$ cat config.mk
export PLATFORM = sky130hd
export DESIGN_NAME = instruction_fetch_unit_flat
export DESIGN_NICKNAME = d
export VERILOG_FILES = /design/src/rtl/instruction_fetch_unit_pkg.sv /design/src/rtl/instruction_fetch_unit_if.sv /design/src/rtl/instruction_fetch_unit_timeout_counter.sv /design/src/rtl/instruction_fetch_unit.sv /design/src/flat_wrapper.sv
export SDC_FILE = /design/constraint.sdc
export NUM_CORES = 1
export LEC_CHECK = 0
export ABC_AREA = 1
export CAP_MARGIN = 5
export CORE_MARGIN = 8
export CORE_UTILIZATION = 46
export CTS_BUF_LIST = sky130_fd_sc_hd__clkbuf_16
export CTS_CLUSTER_DIAMETER = 60
export DETAILED_ROUTE_END_ITERATION = 12
export PLACE_DENSITY = 0.77
export SYNTH_ARGS = -nofsm -noshare
export SYNTH_HDL_FRONTEND = slang
export SYNTH_SLANG_ARGS = --single-unit
$ cat constraint.sdc
create_clock -name CLK -period 1.68 [get_ports CLK]
set_input_delay 0.336 -clock CLK [delete_from_list [all_inputs] [get_ports CLK]]
set_output_delay 0.336 -clock CLK [all_outputs]
set_load 0.005 [all_outputs]
$ cat src/rtl/instruction_fetch_unit_pkg.sv
// ----------------------------------------------------------------------------
// instruction_fetch_unit_pkg
// Shared definitions for the instruction fetch unit:
//   - fetch_state_t : fetch FSM state encoding (IDLE / WAIT_MEM / DELIVER)
//   - WORD_W        : instruction and address width (16 bits)
//   - PC_STEP       : byte distance between consecutive instructions
//   - is_aligned()  : true when an address lands on an instruction boundary
// ----------------------------------------------------------------------------
package instruction_fetch_unit_pkg;

   localparam int unsigned WORD_W = 16;

   localparam logic [WORD_W-1:0] PC_STEP = 16'd2;

   typedef enum logic [1:0] {
      IDLE     = 2'b00,
      WAIT_MEM = 2'b01,
      DELIVER  = 2'b10
   } fetch_state_t;

   // Instructions are 16 bits wide, so every legal fetch address is even.
   function automatic logic is_aligned(input logic [WORD_W-1:0] addr);
      return ~addr[0];
   endfunction

endpackage

$ cat src/rtl/instruction_fetch_unit_if.sv
// ----------------------------------------------------------------------------
// instruction_fetch_unit_if
// Instruction memory read bus between the fetch unit and instruction memory.
//   out_MemReq   : read request, held high until the memory answers
//   out_MemAddr  : read address, equals the fetch PC
//   in_MemData   : read data, valid while in_MemReady is high
//   in_MemReady  : read completion strobe
// Modports:
//   master : fetch unit side (drives request and address)
//   slave  : memory side (drives data and ready)
// ----------------------------------------------------------------------------
interface instruction_fetch_unit_if;
   import instruction_fetch_unit_pkg::*;

   logic              out_MemReq;
   logic [WORD_W-1:0] out_MemAddr;
   logic [WORD_W-1:0] in_MemData;
   logic              in_MemReady;

   modport master (
      output out_MemReq,
      output out_MemAddr,
      input  in_MemData,
      input  in_MemReady
   );

   modport slave (
      input  out_MemReq,
      input  out_MemAddr,
      output in_MemData,
      output in_MemReady
   );

endinterface

$ cat src/rtl/instruction_fetch_unit_timeout_counter.sv
// ----------------------------------------------------------------------------
// fetch_timeout_counter
// 8-bit watchdog counter for the fetch unit's memory wait.
//   clk      : rising-edge clock
//   rst_n    : asynchronous active-low reset
//   clear    : synchronous clear, wins over enable
//   enable   : count one cycle
//   terminal : high while the count sits one below TERMINAL, i.e. the next
//              enabled cycle is the TERMINAL-th one
// ----------------------------------------------------------------------------
module fetch_timeout_counter #(
   parameter int unsigned TERMINAL = 255
) (
   input  logic clk,
   input  logic rst_n,
   input  logic clear,
   input  logic enable,
   output logic terminal
);

   localparam logic [7:0] LAST = 8'(TERMINAL - 1);

   logic [7:0] count;

   // Cycle counter: cleared whenever the owner is not waiting, so every
   // wait starts from zero.
   always_ff @(posedge clk or negedge rst_n) begin
      if (!rst_n) begin
         count <= 8'd0;
      end else if (clear) begin
         count <= 8'd0;
      end else if (enable) begin
         count <= count + 8'd1;
      end
   end

   // The owner acts on terminal in the same cycle it is counting, so the
   // fault lands exactly on the edge where the count would reach TERMINAL.
   assign terminal = (count == LAST);

endmodule

$ cat src/rtl/instruction_fetch_unit.sv
// ----------------------------------------------------------------------------
// instruction_fetch_unit
// Fetches 16-bit instructions from instruction memory and hands them to the
// instruction register. Owns the fetch PC, the memory read handshake,
// branch/jump redirects and a memory timeout watchdog.
//
// Parameters:
//   RESET_PC        : fetch PC after reset (even)
//   TIMEOUT_CYCLES  : memory wait cycles tolerated before faulting (1..255)
// Ports:
//   CLK          : rising-edge clock
//   in_Reset_n   : asynchronous active-low reset
//   in_Fetch     : control unit requests the next instruction
//   in_Redirect  : load in_Target as the next fetch PC
//   in_Target    : redirect address
//   mem          : instruction memory read bus (master side)
//   out_Inst     : last delivered instruction, feeds the IR data input
//   out_IRWrite  : one-cycle IR write-enable pulse
//   out_PC       : address of the instruction last delivered
//   out_PCNext   : out_PC + 2, used as the link value
//   out_Busy     : high while a fetch is in flight (WAIT_MEM / DELIVER)
//   out_Fault    : sticky misaligned-redirect / memory-timeout flag
// ----------------------------------------------------------------------------
module instruction_fetch_unit
   import instruction_fetch_unit_pkg::*;
#(
   parameter logic [WORD_W-1:0] RESET_PC       = 16'h0000,
   parameter int unsigned       TIMEOUT_CYCLES = 255
) (
   input  logic                   CLK,
   input  logic                   in_Reset_n,
   input  logic                   in_Fetch,
   input  logic                   in_Redirect,
   input  logic [WORD_W-1:0]      in_Target,
   instruction_fetch_unit_if.master mem,
   output logic [WORD_W-1:0]      out_Inst,
   output logic                   out_IRWrite,
   output logic [WORD_W-1:0]      out_PC,
   output logic [WORD_W-1:0]      out_PCNext,
   output logic                   out_Busy,
   output logic                   out_Fault
);

   fetch_state_t      state;
   logic [WORD_W-1:0] fetch_pc;
   logic              kill;
   logic [WORD_W-1:0] kill_target;
   logic              mem_req_q;
   logic [WORD_W-1:0] inst_q;
   logic              ir_write_q;
   logic [WORD_W-1:0] pc_q;
   logic [WORD_W-1:0] pc_next_q;
   logic              busy_q;
   logic              fault_q;

   logic              redirect_ok;
   logic              redirect_bad;
   logic              in_wait;
   logic              wd_terminal;
   logic              timeout_hit;
   logic              kill_now;
   logic [WORD_W-1:0] kill_target_now;

   // Redirect qualification: only even targets are legal; an odd one is
   // dropped and raises the sticky fault instead.
   assign redirect_ok  = in_Redirect &  is_aligned(in_Target);
   assign redirect_bad = in_Redirect & ~is_aligned(in_Target);

   assign in_wait = (state == WAIT_MEM);

   // A redirect arriving in the same cycle as the memory answer must still
   // kill that answer, so the pending kill and the live redirect are merged
   // here, with the live redirect being the most recent target.
   assign kill_now        = kill | redirect_ok;
   assign kill_target_now = redirect_ok ? in_Target : kill_target;

   assign timeout_hit = in_wait & wd_terminal & ~mem.in_MemReady;

   // Watchdog for the memory wait: runs only in WAIT_MEM and restarts from
   // zero on every entry because it is held clear everywhere else.
   fetch_timeout_counter #(
      .TERMINAL (TIMEOUT_CYCLES)
   ) u_timeout (
      .clk      (CLK),
      .rst_n    (in_Reset_n),
      .clear    (~in_wait),
      .enable   (in_wait),
      .terminal (wd_terminal)
   );

   // Fetch FSM with all outputs registered. The address never changes while
   // a request is outstanding; redirects seen during WAIT_MEM are parked in
   // kill_target and only committed to fetch_pc when the fetch ends.
   always_ff @(posedge CLK or negedge in_Reset_n) begin
      if (!in_Reset_n) begin
         state       <= IDLE;
         fetch_pc    <= RESET_PC;
         kill        <= 1'b0;
         kill_target <= RESET_PC;
         mem_req_q   <= 1'b0;
         inst_q      <= '0;
         ir_write_q  <= 1'b0;
         pc_q        <= RESET_PC;
         pc_next_q   <= RESET_PC + PC_STEP;
         busy_q      <= 1'b0;
         fault_q     <= 1'b0;
      end else begin
         ir_write_q <= 1'b0;

         if (redirect_bad) begin
            fault_q <= 1'b1;
         end

         unique case (state)
            IDLE: begin
               if (redirect_ok) begin
                  fetch_pc <= in_Target;
               end
               // A misaligned redirect in the same cycle also blocks the
               // fetch, since the fault it raises would otherwise lag by one.
               if (in_Fetch && !fault_q && !redirect_bad) begin
                  state     <= WAIT_MEM;
                  mem_req_q <= 1'b1;
                  busy_q    <= 1'b1;
                  kill      <= 1'b0;
               end
            end

            WAIT_MEM: begin
               if (redirect_ok) begin
                  kill        <= 1'b1;
                  kill_target <= in_Target;
               end

               if (mem.in_MemReady) begin
                  mem_req_q <= 1'b0;
                  if (kill_now) begin
                     fetch_pc <= kill_target_now;
                     kill     <= 1'b0;
                     busy_q   <= 1'b0;
                     state    <= IDLE;
                  end else begin
                     inst_q     <= mem.in_MemData;
                     ir_write_q <= 1'b1;
                     state      <= DELIVER;
                  end
               end else if (timeout_hit) begin
                  fault_q   <= 1'b1;
                  mem_req_q <= 1'b0;
                  busy_q    <= 1'b0;
                  kill      <= 1'b0;
                  state     <= IDLE;
                  if (kill_now) begin
                     fetch_pc <= kill_target_now;
                  end
               end
            end

            DELIVER: begin
               pc_q      <= fetch_pc;
               pc_next_q <= fetch_pc + PC_STEP;
               if (redirect_ok) begin
                  fetch_pc <= in_Target;
               end else begin
                  fetch_pc <= fetch_pc + PC_STEP;
               end
               busy_q <= 1'b0;
               state  <= IDLE;
            end

            default: begin
               mem_req_q <= 1'b0;
               busy_q    <= 1'b0;
               state     <= IDLE;
            end
         endcase
      end
   end

   assign mem.out_MemReq  = mem_req_q;
   assign mem.out_MemAddr = fetch_pc;

   assign out_Inst    = inst_q;
   assign out_IRWrite = ir_write_q;
   assign out_PC      = pc_q;
   assign out_PCNext  = pc_next_q;
   assign out_Busy    = busy_q;
   assign out_Fault   = fault_q;

endmodule
$ cat src/flat_wrapper.sv
// flat-port wrapper written by rule: the top's interface ports become plain ports
module instruction_fetch_unit_flat import instruction_fetch_unit_pkg::*;
#(
   parameter logic [WORD_W-1:0] RESET_PC       = 16'h0000,
   parameter int unsigned       TIMEOUT_CYCLES = 255
)
  (CLK, in_Reset_n, in_Fetch, in_Redirect, in_Target, out_Inst, out_IRWrite, out_PC, out_PCNext, out_Busy, out_Fault, mem_out_MemReq, mem_out_MemAddr, mem_in_MemData, mem_in_MemReady);
  instruction_fetch_unit_if mem_i ();
  input  logic CLK;
  input  logic in_Reset_n;
  input  logic in_Fetch;
  input  logic in_Redirect;
  input  logic [WORD_W-1:0] in_Target;
  output logic [WORD_W-1:0] out_Inst;
  output logic out_IRWrite;
  output logic [WORD_W-1:0] out_PC;
  output logic [WORD_W-1:0] out_PCNext;
  output logic out_Busy;
  output logic out_Fault;
  output wire logic [$bits(mem_i.out_MemReq)-1:0] mem_out_MemReq;
  output wire logic [$bits(mem_i.out_MemAddr)-1:0] mem_out_MemAddr;
  input wire logic [$bits(mem_i.in_MemData)-1:0] mem_in_MemData;
  input wire logic [$bits(mem_i.in_MemReady)-1:0] mem_in_MemReady;
  assign mem_out_MemReq = mem_i.out_MemReq;
  assign mem_out_MemAddr = mem_i.out_MemAddr;
  assign mem_i.in_MemData = mem_in_MemData;
  assign mem_i.in_MemReady = mem_in_MemReady;
  instruction_fetch_unit #(.RESET_PC(RESET_PC), .TIMEOUT_CYCLES(TIMEOUT_CYCLES)) u_core (.CLK(CLK), .in_Reset_n(in_Reset_n), .in_Fetch(in_Fetch), .in_Redirect(in_Redirect), .in_Target(in_Target), .mem(mem_i), .out_Inst(out_Inst), .out_IRWrite(out_IRWrite), .out_PC(out_PC), .out_PCNext(out_PCNext), .out_Busy(out_Busy), .out_Fault(out_Fault));
endmodule
## Word-level counts from Yosys, hierarchy flattened

Index checks and enable logic that the tools add are counted.
Widths: inputs -> output; s select.

| operators by class | value |
|---|---|
| muxes and demuxes | 33 |
| bitwise logic cells | 9 |
| equal/unequal tests | 7 |
| reductions and logical operators | 13 |
| add/sub/neg operators | 2 |

Operators with widths:

| cell | number |
|---|---|
| $mux 16 | 6 |
| $pmux 16 s3 | 1 |
| $mux 1 | 17 |
| $add 16x2->16 const B | 1 |
| $reduce_and 3->1 | 4 |
| $add 8x1->8 const B | 1 |
| $eq 8x8->1 const B | 1 |
| $mux 2 | 4 |
| $mux 8 | 1 |
| $ne 3x3->1 const B | 2 |
| $and 1x1->1 | 4 |
| $ne 2x1->1 const B | 2 |
| $not 1->1 | 4 |
| $pmux 1 s2 | 2 |
| $pmux 2 s2 | 1 |
| $reduce_and 2->1 | 2 |
| $pmux 1 s3 | 1 |
| $reduce_bool 3->1 | 1 |
| $eq 2x1->1 const B | 1 |
| $eq 2x2->1 const B | 1 |
| $logic_and 1x1->1 | 2 |
| $logic_not 1->1 | 2 |
| $logic_not 2->1 | 1 |
| $reduce_bool 2->1 | 1 |
| $or 1x1->1 | 1 |

| word-level totals | value |
|---|---|
| output and inout port bits | 68 |
| logic and storage cells | 76 |
| input bits | 37 |
| bits in registers | 95 |

## Longest topological paths before layout

Gate-level depths: netlist (run 1).

| logic depth | value |
|---|---|
| word-level depth | 7 |
| mapped depth | 12 |
| mapped depth without buffers | 12 |

## Hierarchy

Synthesis (run 1) repeated with hierarchy kept, for this count alone.

| unflattened totals | value |
|---|---|
| cells, all modules | 614 |
| area total of the unflattened synthesis | 4740.8 sq um |

By module, submodules not included:

| module | seq. area each (sq um) | instances | area an instance (sq um) | cells each |
|---|---|---|---|---|
| instruction_fetch_unit | 2153.3 | 1 | 4274.1 | 555 |
| fetch_timeout_counter | 200.2 | 1 | 466.7 | 59 |

## Worst setup path before layout (run 1)

No wires, ideal clock.

| timing path | value |
|---|---|
| path type | register to register |
| start | reg u_core.state[1] |
| end | reg u_core.fetch_pc[14] (netlist: u_core.mem.out_MemAddr[14]) |
| required time | 1.564 ns |
| data arrival time | 1.458 ns |
| clock period less this slack | 1.574 ns |
| stages on the path, launching flop included | 11 |
| path buffers | 2 |
| setup slack | 0.106 ns |
| library setup time | 0.116 ns |
| cell sequence | dfrtp_1 -> inv_1 -> ha_1 -> buf_2 -> inv_2 -> nor2_1 -> buf_2 -> a221oi_1 -> nand2_1 -> nand2_1 -> nand2_1 |

| between the ends | value |
|---|---|
| cells in the longest elaborated chain, start to end | 5 |
| elaborated cells on any way between the ends | 10 |
| those cells by class | eq/ne (4); mux (1); bitwise (2); reduce/logical (3) |

RTL lines:

| what | RTL line | source |
|---|---|---|
| from (decl) | instruction_fetch_unit.sv:44 | `fetch_state_t state;` |
| from (signal assigned) | instruction_fetch_unit.sv:96 | `state <= IDLE;` |
| from (signal assigned) | instruction_fetch_unit.sv:122 | `state <= WAIT_MEM;` |
| from (signal assigned) | instruction_fetch_unit.sv:141 | `state <= IDLE;` |
| $eq 2x1->1 | instruction_fetch_unit.sv:69, instruction_fetch_unit.sv:114 |  |
| $and 1x1->1 (2 in series) | instruction_fetch_unit.sv:77 | `assign timeout_hit = in_wait & wd_terminal & ~mem.in_MemReady;` |
| $ne 3x3->1 (no line) | -- |  |
| $reduce_and 3->1 (no line) | -- |  |
| to (signal assigned) | instruction_fetch_unit.sv:117 | `fetch_pc <= in_Target;` |
| to (signal assigned) | instruction_fetch_unit.sv:138 | `fetch_pc <= kill_target_now;` |
| to (signal assigned) | instruction_fetch_unit.sv:154 | `fetch_pc <= kill_target_now;` |
| to (decl) | instruction_fetch_unit.sv:45 | `logic [WORD_W-1:0] fetch_pc;` |

Several ways; a longest one is shown, not always the timed one.
A chain may end at the register's enable or synchronous reset.

## Final worst setup path (run 1)

| timing path | value |
|---|---|
| start | reg u_core.fetch_pc[6] (netlist: u_core.mem.out_MemAddr[6]) |
| end | out mem_out_MemAddr[6] |

RTL lines:

| what | RTL line | source |
|---|---|---|
| to (decl) | flat_wrapper.sv:21 | `output wire logic [$bits(mem_i.out_MemAddr)-1:0] mem_out_MemAddr;` |

No word-level cell between the ends.

==> impl_metrics.json, run 1 <==
{
  "outcome": "complete, no violations",
  "first_global_vias": 4511,
  "avgSynthCellArea_um2": 7.87,
  "crit_buf_inv": 1,
  "maxCapViolations": 0,
  "fin_crit_ns": 1.66,
  "firstDrtPassIters": 4,
  "comb_power_share_pct": 53.2,
  "p_leak_nw": 3.29,
  "setup_viol": 0,
  "numCtsBuffers": 9,
  "synth-seq-area-share_pct": 51.4,
  "start_kind": "flip-flop",
  "cp-end-kind": "primary output",
  "switching_share_pct": 39.9,
  "grt_overflow": 0,
  "nets": 781,
  "fp.dieW_um": 116,
  "slew_viol_final": 0,
  "cts_tree": "yes",
  "core_um2": 9730,
  "crit_required_ns": 1.34,
  "tightest_slew_ns": 0.364,
  "crit_path_start": "u_core.mem.out_MemAddr[6]",
  "rsz0062_at_grt": "yes",
  "skew_ns": 0.0108,
  "grt_antenna_before_repair": 0,
  "finalHoldViolations": 0,
  "vias_per_cell": 5.24,
  "p_total_mw": 12.7,
  "dr.first_iter.drc_count": 250,
  "diodes": 0,
  "intPower_mw": 7.62,
  "seqPwrFrac_pct": 31.3,
  "slew_headroom_pct": 75.7,
  "htreeDepth": 3,
  "antenna_left": 0,
  "p_sw_mw": 5.06,
  "worstSkewPairLatency_ns": 0.35,
  "cts.sinks": 94,
  "dp_hpwl_um": 9800,
  "syn-num-nets": 626,
  "synthCells": 582,
  "hold_ws_ns": 0.422,
  "critical-path-max-stage-delay_ns": 0.53,
  "crit_type": "reg -> out",
  "cp_max_fo": 6,
  "pin_count": 105,
  "cts.clk_slew.worst_paths_ns": 0.08,
  "grt_start_max_net_pins": 53,
  "remaining_drc_errors": 0,
  "arrival_ns": 1.32,
  "syn_to_final_growth_pct": 45.9,
  "port_buffers": 104,
  "avgRoutedWirePerCell_um": 15.7,
  "clock_path_buffers": 2,
  "fin_crit_sh_pct": 98.7,
  "vias": 4583,
  "start_util_pct": 47.1,
  "grtUsageTotal_pct": 20.2,
  "cts_root_buf": "clkbuf_16",
  "fin_setup_tns_ns": 0,
  "peakVddDrop_mv": 0.874,
  "die_h_um": 116,
  "dieArea_um2": 13400,
  "final_area_um2": 6690,
  "drive_gt1_share_pct": 17.8,
  "place_area_um2": 6070,
  "clockPowerShare_pct": 15.5,
  "grt_pass1_wl_um": 21700,
  "routed_wl_um": 13800,
  "gp_congestion": 0.867,
  "crit_slowest_cell": "clkdlybuf4s50_1",
  "critical-path-top-delay-family": "buffers and inverters",
  "synth.distinct_cells": 35,
  "crit_path_cell_trace": "clkdlybuf4s50_1",
  "yosysWarnings": 0,
  "rows": 36,
  "power_density_nw_per_um2": 1900,
  "clock.fmax_ghz": 0.603,
  "r2r-start": "u_core.state[1]",
  "synth-seq-cells": 94,
  "hp-class": "in -> async",
  "syn_area_um2": 4580
}
[cell families (layout without fill, tap and decap cells)]
logic type	Yosys count	in the layout	synth area share [%]
adders and majority gates	7	7	1.91
buffers and inverters	63	223	5.92
AOI/OAI and AO/OA	66	66	8.82
and+or+nand+nor	345	345	30.7
DFF	94	94	51.4
xor gates and xnor gates	7	7	1.34
[stage by stage]
step | util, % | cells | worst slack [ns]
detailed placement | 62.3 | 837 | -0.242
CTS | 66.0 | 861 | 0.00160
global route | 68.7 | 875 | -0.0452
finish | 68.7 | 875 | 0.0227
floorplan | - | 582 | 0.106
global placement | 62.3 | 837 | -0.168
[path summary, 6_finish.rpt]
kind	end	slack (ns)	cells past startpoint
worst max-delay path	mem_out_MemAddr[6]	0.02	1
worst min-delay path	u_core.out_PC[5]	0.42	2
worst max register to register	u_core.mem.out_MemAddr[1]	0.04	9
worst min register to register	u_core.out_PC[3]	0.47	2
max in group asynchronous	u_core.out_PCNext[1]	0.61	3
min in group CLK	u_core.out_PC[3]	0.47	2
[state kept, by name, summed over array words and instances (netlist names), 2 cells and up]
register,cells
u_core.out_Inst,16
u_core.state,2
u_core.kill_target,16
u_core.out_PC,15
u_core.u_timeout.count,8
u_core.out_PCNext,16
u_core.mem.out_MemAddr,16
[cells in the mapped netlist, drive strengths merged]
cell type / count / area (um2)
a31oi: 4 / 25.0
a21o: 1 / 7.51
nand3: 29 / 155
xor2: 4 / 35.0
nand4: 4 / 25.0
a21oi: 12 / 60.1
clkinv: 1 / 3.75
nand3b: 1 / 7.51
buf: 12 / 80.1
or2: 4 / 25.0
o211ai: 11 / 87.6
o2bb2ai: 1 / 8.76
xnor2: 3 / 26.3
nand2: 254 / 966
ha: 7 / 87.6
o21a: 1 / 7.51
dfrtp: 93 / 2330
o22ai: 1 / 6.26
o21ai: 29 / 149
nor2: 47 / 196
clkbuf: 12 / 45.0
inv: 38 / 143
dfstp: 1 / 26.3
nor3: 6 / 30.0
a221oi: 6 / 52.6
[placed cells by master, fill, tap and decap left out, types with 2 or more instances in the layout]
cell type / synthesis / routed
buf_4: 3 / 56
nand2_2: 5 / 4
ha_4: 0 / 3
nor2_1: 39 / 38
xnor2_1: 3 / 2
a31oi_1: 4 / 4
nand2_1: 249 / 248
a221oi_2: 0 / 6
nand4_1: 4 / 4
nor2_2: 8 / 4
nor3_1: 6 / 6
o211ai_1: 10 / 10
nor2_4: 0 / 5
nand3_4: 0 / 2
dfrtp_1: 93 / 83
ha_1: 7 / 4
dlymetal6s2s_1: 0 / 2
nand2_4: 0 / 2
clkdlybuf4s50_1: 0 / 98
inv_8: 0 / 2
clkbuf_16: 0 / 9
dlygate4sd2_1: 0 / 2
xor2_1: 4 / 4
a21oi_1: 12 / 11
o21ai_1: 2 / 4
inv_1: 35 / 31
dfrtp_2: 0 / 10
nand3_1: 27 / 26
or2_2: 3 / 3
inv_2: 3 / 7
o21ai_0: 26 / 24
clkinvlp_4: 0 / 4
buf_12: 0 / 7
[area by class of cell]
type	count	area, um2
timing repair buffer	168	1620
fill	784	3040
inverter	39	150
tap	133	166
clock buffer	9	225
multi-input combinational	425	2100
clock inverter	7	57.6
sequential	94	2370
[power by group through the flow]
stage / Sequential [mW] / Clock (mW) / Combinational (mW)
after floorplan: 3.95 / 0 / 2.96
after global placement: 3.99 / 0 / 5.78
after detailed placement: 4.03 / 0 / 5.95
after CTS: 3.93 / 1.99 / 6.19
after global routing: 4.08 / 2.09 / 7.46
final: 3.97 / 1.97 / 6.75
[repair_timing]
action | 4_1_cts | 5_1_grt
buffers inserted | 7 | 14
gates resized for setup | 10 | 39
gates cloned | 0 | 0
hold buffers | 1 | 0
pin swaps | 0 | 6
setup endpoints to repair | 15 | 36
hold endpoints to repair | 21 | 0
[metal layers]
layer	wire length, um	vias up	track usage [%]
met1	5610	2209	24.5
met4	186	0	6.31
met2	6710	187	33.1
li1	-	2164	-
met3	1270	23	6.72
met5	0	-	0
Power figures use the tool's default switching activity.
==> inputs of run 2 (changes only) <==
--- a/constraint.sdc
+++ b/constraint.sdc
@@ -3,2 +3,2 @@
 set_output_delay 0.336 -clock CLK [all_outputs]
-set_load 0.005 [all_outputs]
+set_load 0.01 [all_outputs]
==> impl_metrics.json, run 2 (synthesized netlist as in run 1, its figures left out) <==
{
  "outcome": "complete, no violations",
  "slew_viol_final": 0,
  "remaining_drc_errors": 0,
  "maxCapViolations": 0,
  "clock.fmax_ghz": 0.598,
  "crit_required_ns": 1.91,
  "critical-path-max-stage-delay_ns": 0.36,
  "final_area_um2": 6730,
  "rrSetupSlack_ns": 0.009,
  "firstDrtPassIters": 5,
  "cts_root_buf": "clkbuf_16",
  "die_h_um": 116,
  "path_common_cell": "nand2_1",
  "routed_wl_um": 13600,
  "arrival_ns": 1.90,
  "avgRoutedWirePerCell_um": 15.6,
  "p_total_mw": 13.3,
  "grtUsageTotal_pct": 20.2,
  "power_density_nw_per_um2": 1970,
  "nets": 777,
  "fin_crit_ns": 1.67,
  "crit_type": "reg -> reg",
  "hp-class": "in -> async",
  "fin_crit_sh_pct": 99.5,
  "critical-path-top-delay-family": "simple AND/OR/NAND/NOR gates",
  "critical_path_depth": 10,
  "vias": 4463,
  "cts.clk_slew.worst_paths_ns": 0.07,
  "rows": 36,
  "layoutNonFillerInstCount": 871,
  "fin_util_pct": 69.2,
  "grt_overflow": 0,
  "peakVddDrop_mv": 0.853,
  "timing.rr.end": "u_core.mem.out_MemAddr[0]",
  "setup_viol": 0,
  "fp.dieW_um": 116,
  "antenna_left": 0,
  "numCtsBuffers": 9,
  "cp_max_fo": 6,
  "first_global_vias": 4559,
  "fin_setup_tns_ns": 0,
  "setup_ws_ns": 0.00891,
  "core_um2": 9730,
  "tightest_slew_ns": 0.320,
  "post-place-ws_ns": -0.229,
  "syn_to_final_growth_pct": 46.8,
  "rr_worst_depth": 10,
  "drive_gt1_share_pct": 17.5,
  "dieArea_um2": 13400,
  "grt_start_max_net_pins": 53,
  "hold_ws_ns": 0.443,
  "dp_hpwl_um": 9670,
  "mostFrequentLayoutCell": "nand2_1",
  "port_buffers": 104,
  "p_leak_nw": 3.35,
  "dr.first_iter.drc_count": 247,
  "place_area_um2": 6060,
  "crit_path_cell_trace": "inv_2 > buf_4 > ha_1 > a21o_1 > nor2_2 > nand2_4 > inv_1 > nand2_1 > nand2_1 > nand2_1",
  "slew_headroom_pct": 78.7,
  "finalHoldViolations": 0,
  "grt_pass1_wl_um": 21700,
  "skew_ns": 0.00700,
  "pin_count": 105,
  "diodes": 0,
  "fill_cells": 750,
  "start_util_pct": 47.1,
  "crit_buf_inv": 3,
  "cp-end-kind": "flip-flop",
  "cts_tree": "yes",
  "r2r-start": "u_core.state[1]",
  "grt_antenna_before_repair": 0,
  "crit_slowest_cell": "dfrtp_1",
  "vias_per_cell": 5.12,
  "htreeDepth": 3,
  "layout_common_cells": "nand2_1 (247), clkdlybuf4s50_1 (93), dfrtp_1 (83)",
  "start_kind": "flip-flop",
  "gp_congestion": 0.861,
  "clock_path_buffers": 2,
  "dp_cells": 836,
  "worstSkewPairLatency_ns": 0.34,
  "cts.sinks": 94,
  "rsz0062_at_grt": "yes"
}
==> run 2: cell count changes in the layout (fill, tap and decap cells not counted), sizes merged, moves of 2 or more <==
cell | before | now
bufinv | 0 | 2
dlygate4sd2 | 2 | 5
clkdlybuf4s50 | 98 | 93
buf | 64 | 58
dlymetal6s2s | 2 | 5
clkbuf | 9 | 11
==> run 2: layout make-up <==
class	instances	area (um2)	area share (%)
multi-input combinational	425	2090	31.0
inverter	39	150	2.23
tap	133	166	2.47
clock buffer	9	225	3.35
sequential	94	2370	35.2
timing repair buffer	164	1630	24.2
clock inverter	7	104	1.54
==> run 2: what timing repair did <==
action,in CTS,in global routing
resized for setup,14,40
pin swaps,0,3
gates cloned,0,2
hold buffers,1,0
endpoints found under the setup margin,17,36
setup buffers,9,7
hold endpoints to repair,21,0
==> run 2: where the power goes <==
part | total [mW] | internal, mW | switching [mW]
Combinational | 7.06 | 3.36 | 3.70
Clock | 2.25 | 1.33 | 0.923
Sequential | 3.96 | 3.27 | 0.691
==> run 2: routing by layer <==
| layer | vias to the layer above | share of wire, % | track usage (%) |
|---|---|---|---|
| met5 | - | 0 | 0 |
| met4 | 0 | 1.1 | 6.83 |
| met3 | 17 | 10 | 5.84 |
| met2 | 218 | 48 | 34.4 |
| met1 | 2080 | 40 | 23.9 |
| li1 | 2148 | - | - |
==> run 2: worst max-delay path by stage <==
stage                                   start                         end  slack (ns)
finish                        u_core.state[1]   u_core.mem.out_MemAddr[0]       0.009
global route                  u_core.state[1]   u_core.mem.out_MemAddr[0]       -0.07
CTS                 u_core.mem.out_MemAddr[1]  u_core.mem.out_MemAddr[15]     -0.0005
detailed placement               in_Target[0]   u_core.mem.out_MemAddr[2]       -0.23
global placement                  in_Redirect   u_core.mem.out_MemAddr[8]       -0.17
floorplan                     u_core.state[1]  u_core.mem.out_MemAddr[14]        0.11
==> inputs of run 3 (changes only) <==
GPL_ROUTABILITY_DRIVEN = 0   (was default)
TNS_END_PERCENT = 50   (was default)
==> impl_metrics.json, run 3 (synthesized netlist as in run 1, its figures left out) <==
{
  "outcome": "finished with violations",
  "violations": "setup timing",
  "routed_wl_um": 13600,
  "dr.first_iter.drc_count": 318,
  "numCtsBuffers": 9,
  "power_density_nw_per_um2": 1990,
  "firstDrtPassIters": 6,
  "hp-class": "in -> reg",
  "crit_slowest_cell": "dfrtp_1",
  "grtUsageTotal_pct": 20.1,
  "crit_required_ns": 1.94,
  "worstSkewPairLatency_ns": 0.34,
  "syn_to_final_growth_pct": 45.4,
  "slew_viol_final": 0,
  "grt_util_met2_pct": 33.4,
  "crit_buf_inv": 2,
  "fin_crit_sh_pct": 101,
  "cp_max_fo": 8,
  "cp-end-kind": "flip-flop",
  "fin_crit_ns": 1.69,
  "avgRoutedWirePerCell_um": 15.8,
  "critical-path-max-stage-delay_ns": 0.41,
  "hold_ws_ns": 0.369,
  "cts.clk_slew.worst_paths_ns": 0.07,
  "die_h_um": 116,
  "cts_root_buf": "clkbuf_16",
  "layout_common_cells": "nand2_1 (246), clkdlybuf4s50_1 (88), dfrtp_1 (82)",
  "htreeDepth": 3,
  "start_util_pct": 47.1,
  "grt_antenna_before_repair": 0,
  "tightest_slew_ns": 0.422,
  "critical-path-top-delay-family": "simple AND/OR/NAND/NOR gates",
  "drive_gt1_share_pct": 16.6,
  "dp_hpwl_um": 9730,
  "clock_path_buffers": 2,
  "start_kind": "flip-flop",
  "rsz0062_at_grt": "yes",
  "cts.sinks": 94,
  "timing.rr.end": "u_core.mem.out_MemAddr[1]",
  "fp.dieW_um": 116,
  "path_common_cell": "nand2_1",
  "p_leak_nw": 3.33,
  "diodes": 0,
  "skew_ns": 0.00410,
  "core_um2": 9730,
  "p_total_mw": 13.3,
  "first_global_vias": 4490,
  "finalHoldViolations": 0,
  "setup_ws_ns": -0.00944,
  "dieArea_um2": 13400,
  "layoutNonFillerInstCount": 862,
  "cts_tree": "yes",
  "final_area_um2": 6660,
  "clock.fmax_ghz": 0.592,
  "vias": 4507,
  "grt.met3_usage_pct": 6.46,
  "rr_worst_depth": 10,
  "arrival_ns": 1.95,
  "pin_count": 105,
  "dp_cells": 838,
  "remaining_drc_errors": 0,
  "place_area_um2": 6070,
  "mostFrequentLayoutCell": "nand2_1",
  "antenna_left": 0,
  "maxCapViolations": 0,
  "setup_viol": 1,
  "slew_headroom_pct": 71.9,
  "crit_type": "reg -> reg",
  "r2r-start": "u_core.u_timeout.count[0]",
  "crit_path_cell_trace": "inv_1 > ha_1 > nand2_1 > nor3_2 > nand2_1 > nand2_2 > nand2_4 > buf_12 > a21oi_1 > o2bb2ai_1",
  "crit_path_start": "u_core.u_timeout.count[0]",
  "cp-endpoint": "u_core.mem.out_MemAddr[1]",
  "peakVddDrop_mv": 0.939,
  "post-place-ws_ns": -0.280,
  "busiest_layer": "met2",
  "rrSetupSlack_ns": -0.009,
  "critical_path_depth": 10,
  "grt_overflow": 0,
  "grt_start_max_net_pins": 37,
  "rows": 36,
  "port_buffers": 104,
  "nets": 768,
  "grtUsageMet1_pct": 23.7,
  "grt_pass1_wl_um": 21500,
  "vias_per_cell": 5.23
}
## run 3: changes by cell type in the layout (fill, tap and decap cells not counted), moves of 2 or more
cell and change:
inv_1 -2, nand3_4 -2, nand2_4 +2, inv_6 -2, dlymetal6s2s_1 +3, buf_4 -7, clkdlybuf4s50_1 -5
## run 3: worst min-delay path by stage
stage | start | end | slack [ns] | cells after the start
finish | in_Redirect | u_core.out_Fault | 0.37 | 3
detailed placement | in_Reset_n | u_core.out_PCNext[7] | 0.28 | 1
global placement | in_Reset_n | u_core.out_PCNext[8] | 0.28 | 1
global route | in_Redirect | u_core.out_Fault | 0.39 | 3
floorplan | in_Reset_n | u_core.kill | 0.04 | 0
CTS | in_Reset_n | u_core.out_PCNext[7] | 0.47 | 2
## run 3: power by group
part	switching, mW	internal, mW	leakage (nW)
clock	0.881	1.46	0.164
combinational	3.65	3.25	2.00
sequential	0.749	3.28	1.17
total	5.28	7.98	3.33
## run 3: layer usage
layer  part of all wire (%)  up-vias
met5                      0        -
met4                    2.1        0
met3                    9.4       28
met2                     48      215
met1                     40     2126
li1                       -     2138
## run 3: final cells by class
cell class	count	area (um2)
clock buffer	9	225
clock inverter	7	121
fill	766	3070
inverter	39	150
multi-input combinational	425	2080
sequential	94	2370
tap	133	166
timing repair buffer	155	1550
## run 3: metrics by stage
step,utilization (%),setup TNS [ns]
final,68.5,-0.00944
after global routing,68.5,-0.533
after CTS,66.6,0
after detailed placement,62.4,-7.63
after global placement,62.4,-4.82
after floorplan,-,0
## run 3: what timing repair did
action / 4_1_cts / 5_1_grt
cloned: 0 / 1
setup buffers: 4 / 4
setup endpoints to repair: 26 / 22
endpoints found under the hold margin: 25 / 0
hold buffers: 1 / 0
pin swaps: 0 / 12
gates resized for setup: 18 / 43
## run 3: worst register-to-register path, delay by kind of cell, from the launching register on
family	cells	cell delay, ns
AOI/OAI and AO/OA	2	0.28
adders and majority gates	1	0.15
buffers and inverters	2	0.23
DFF	1	0.41
and+or+nand+nor	5	0.55
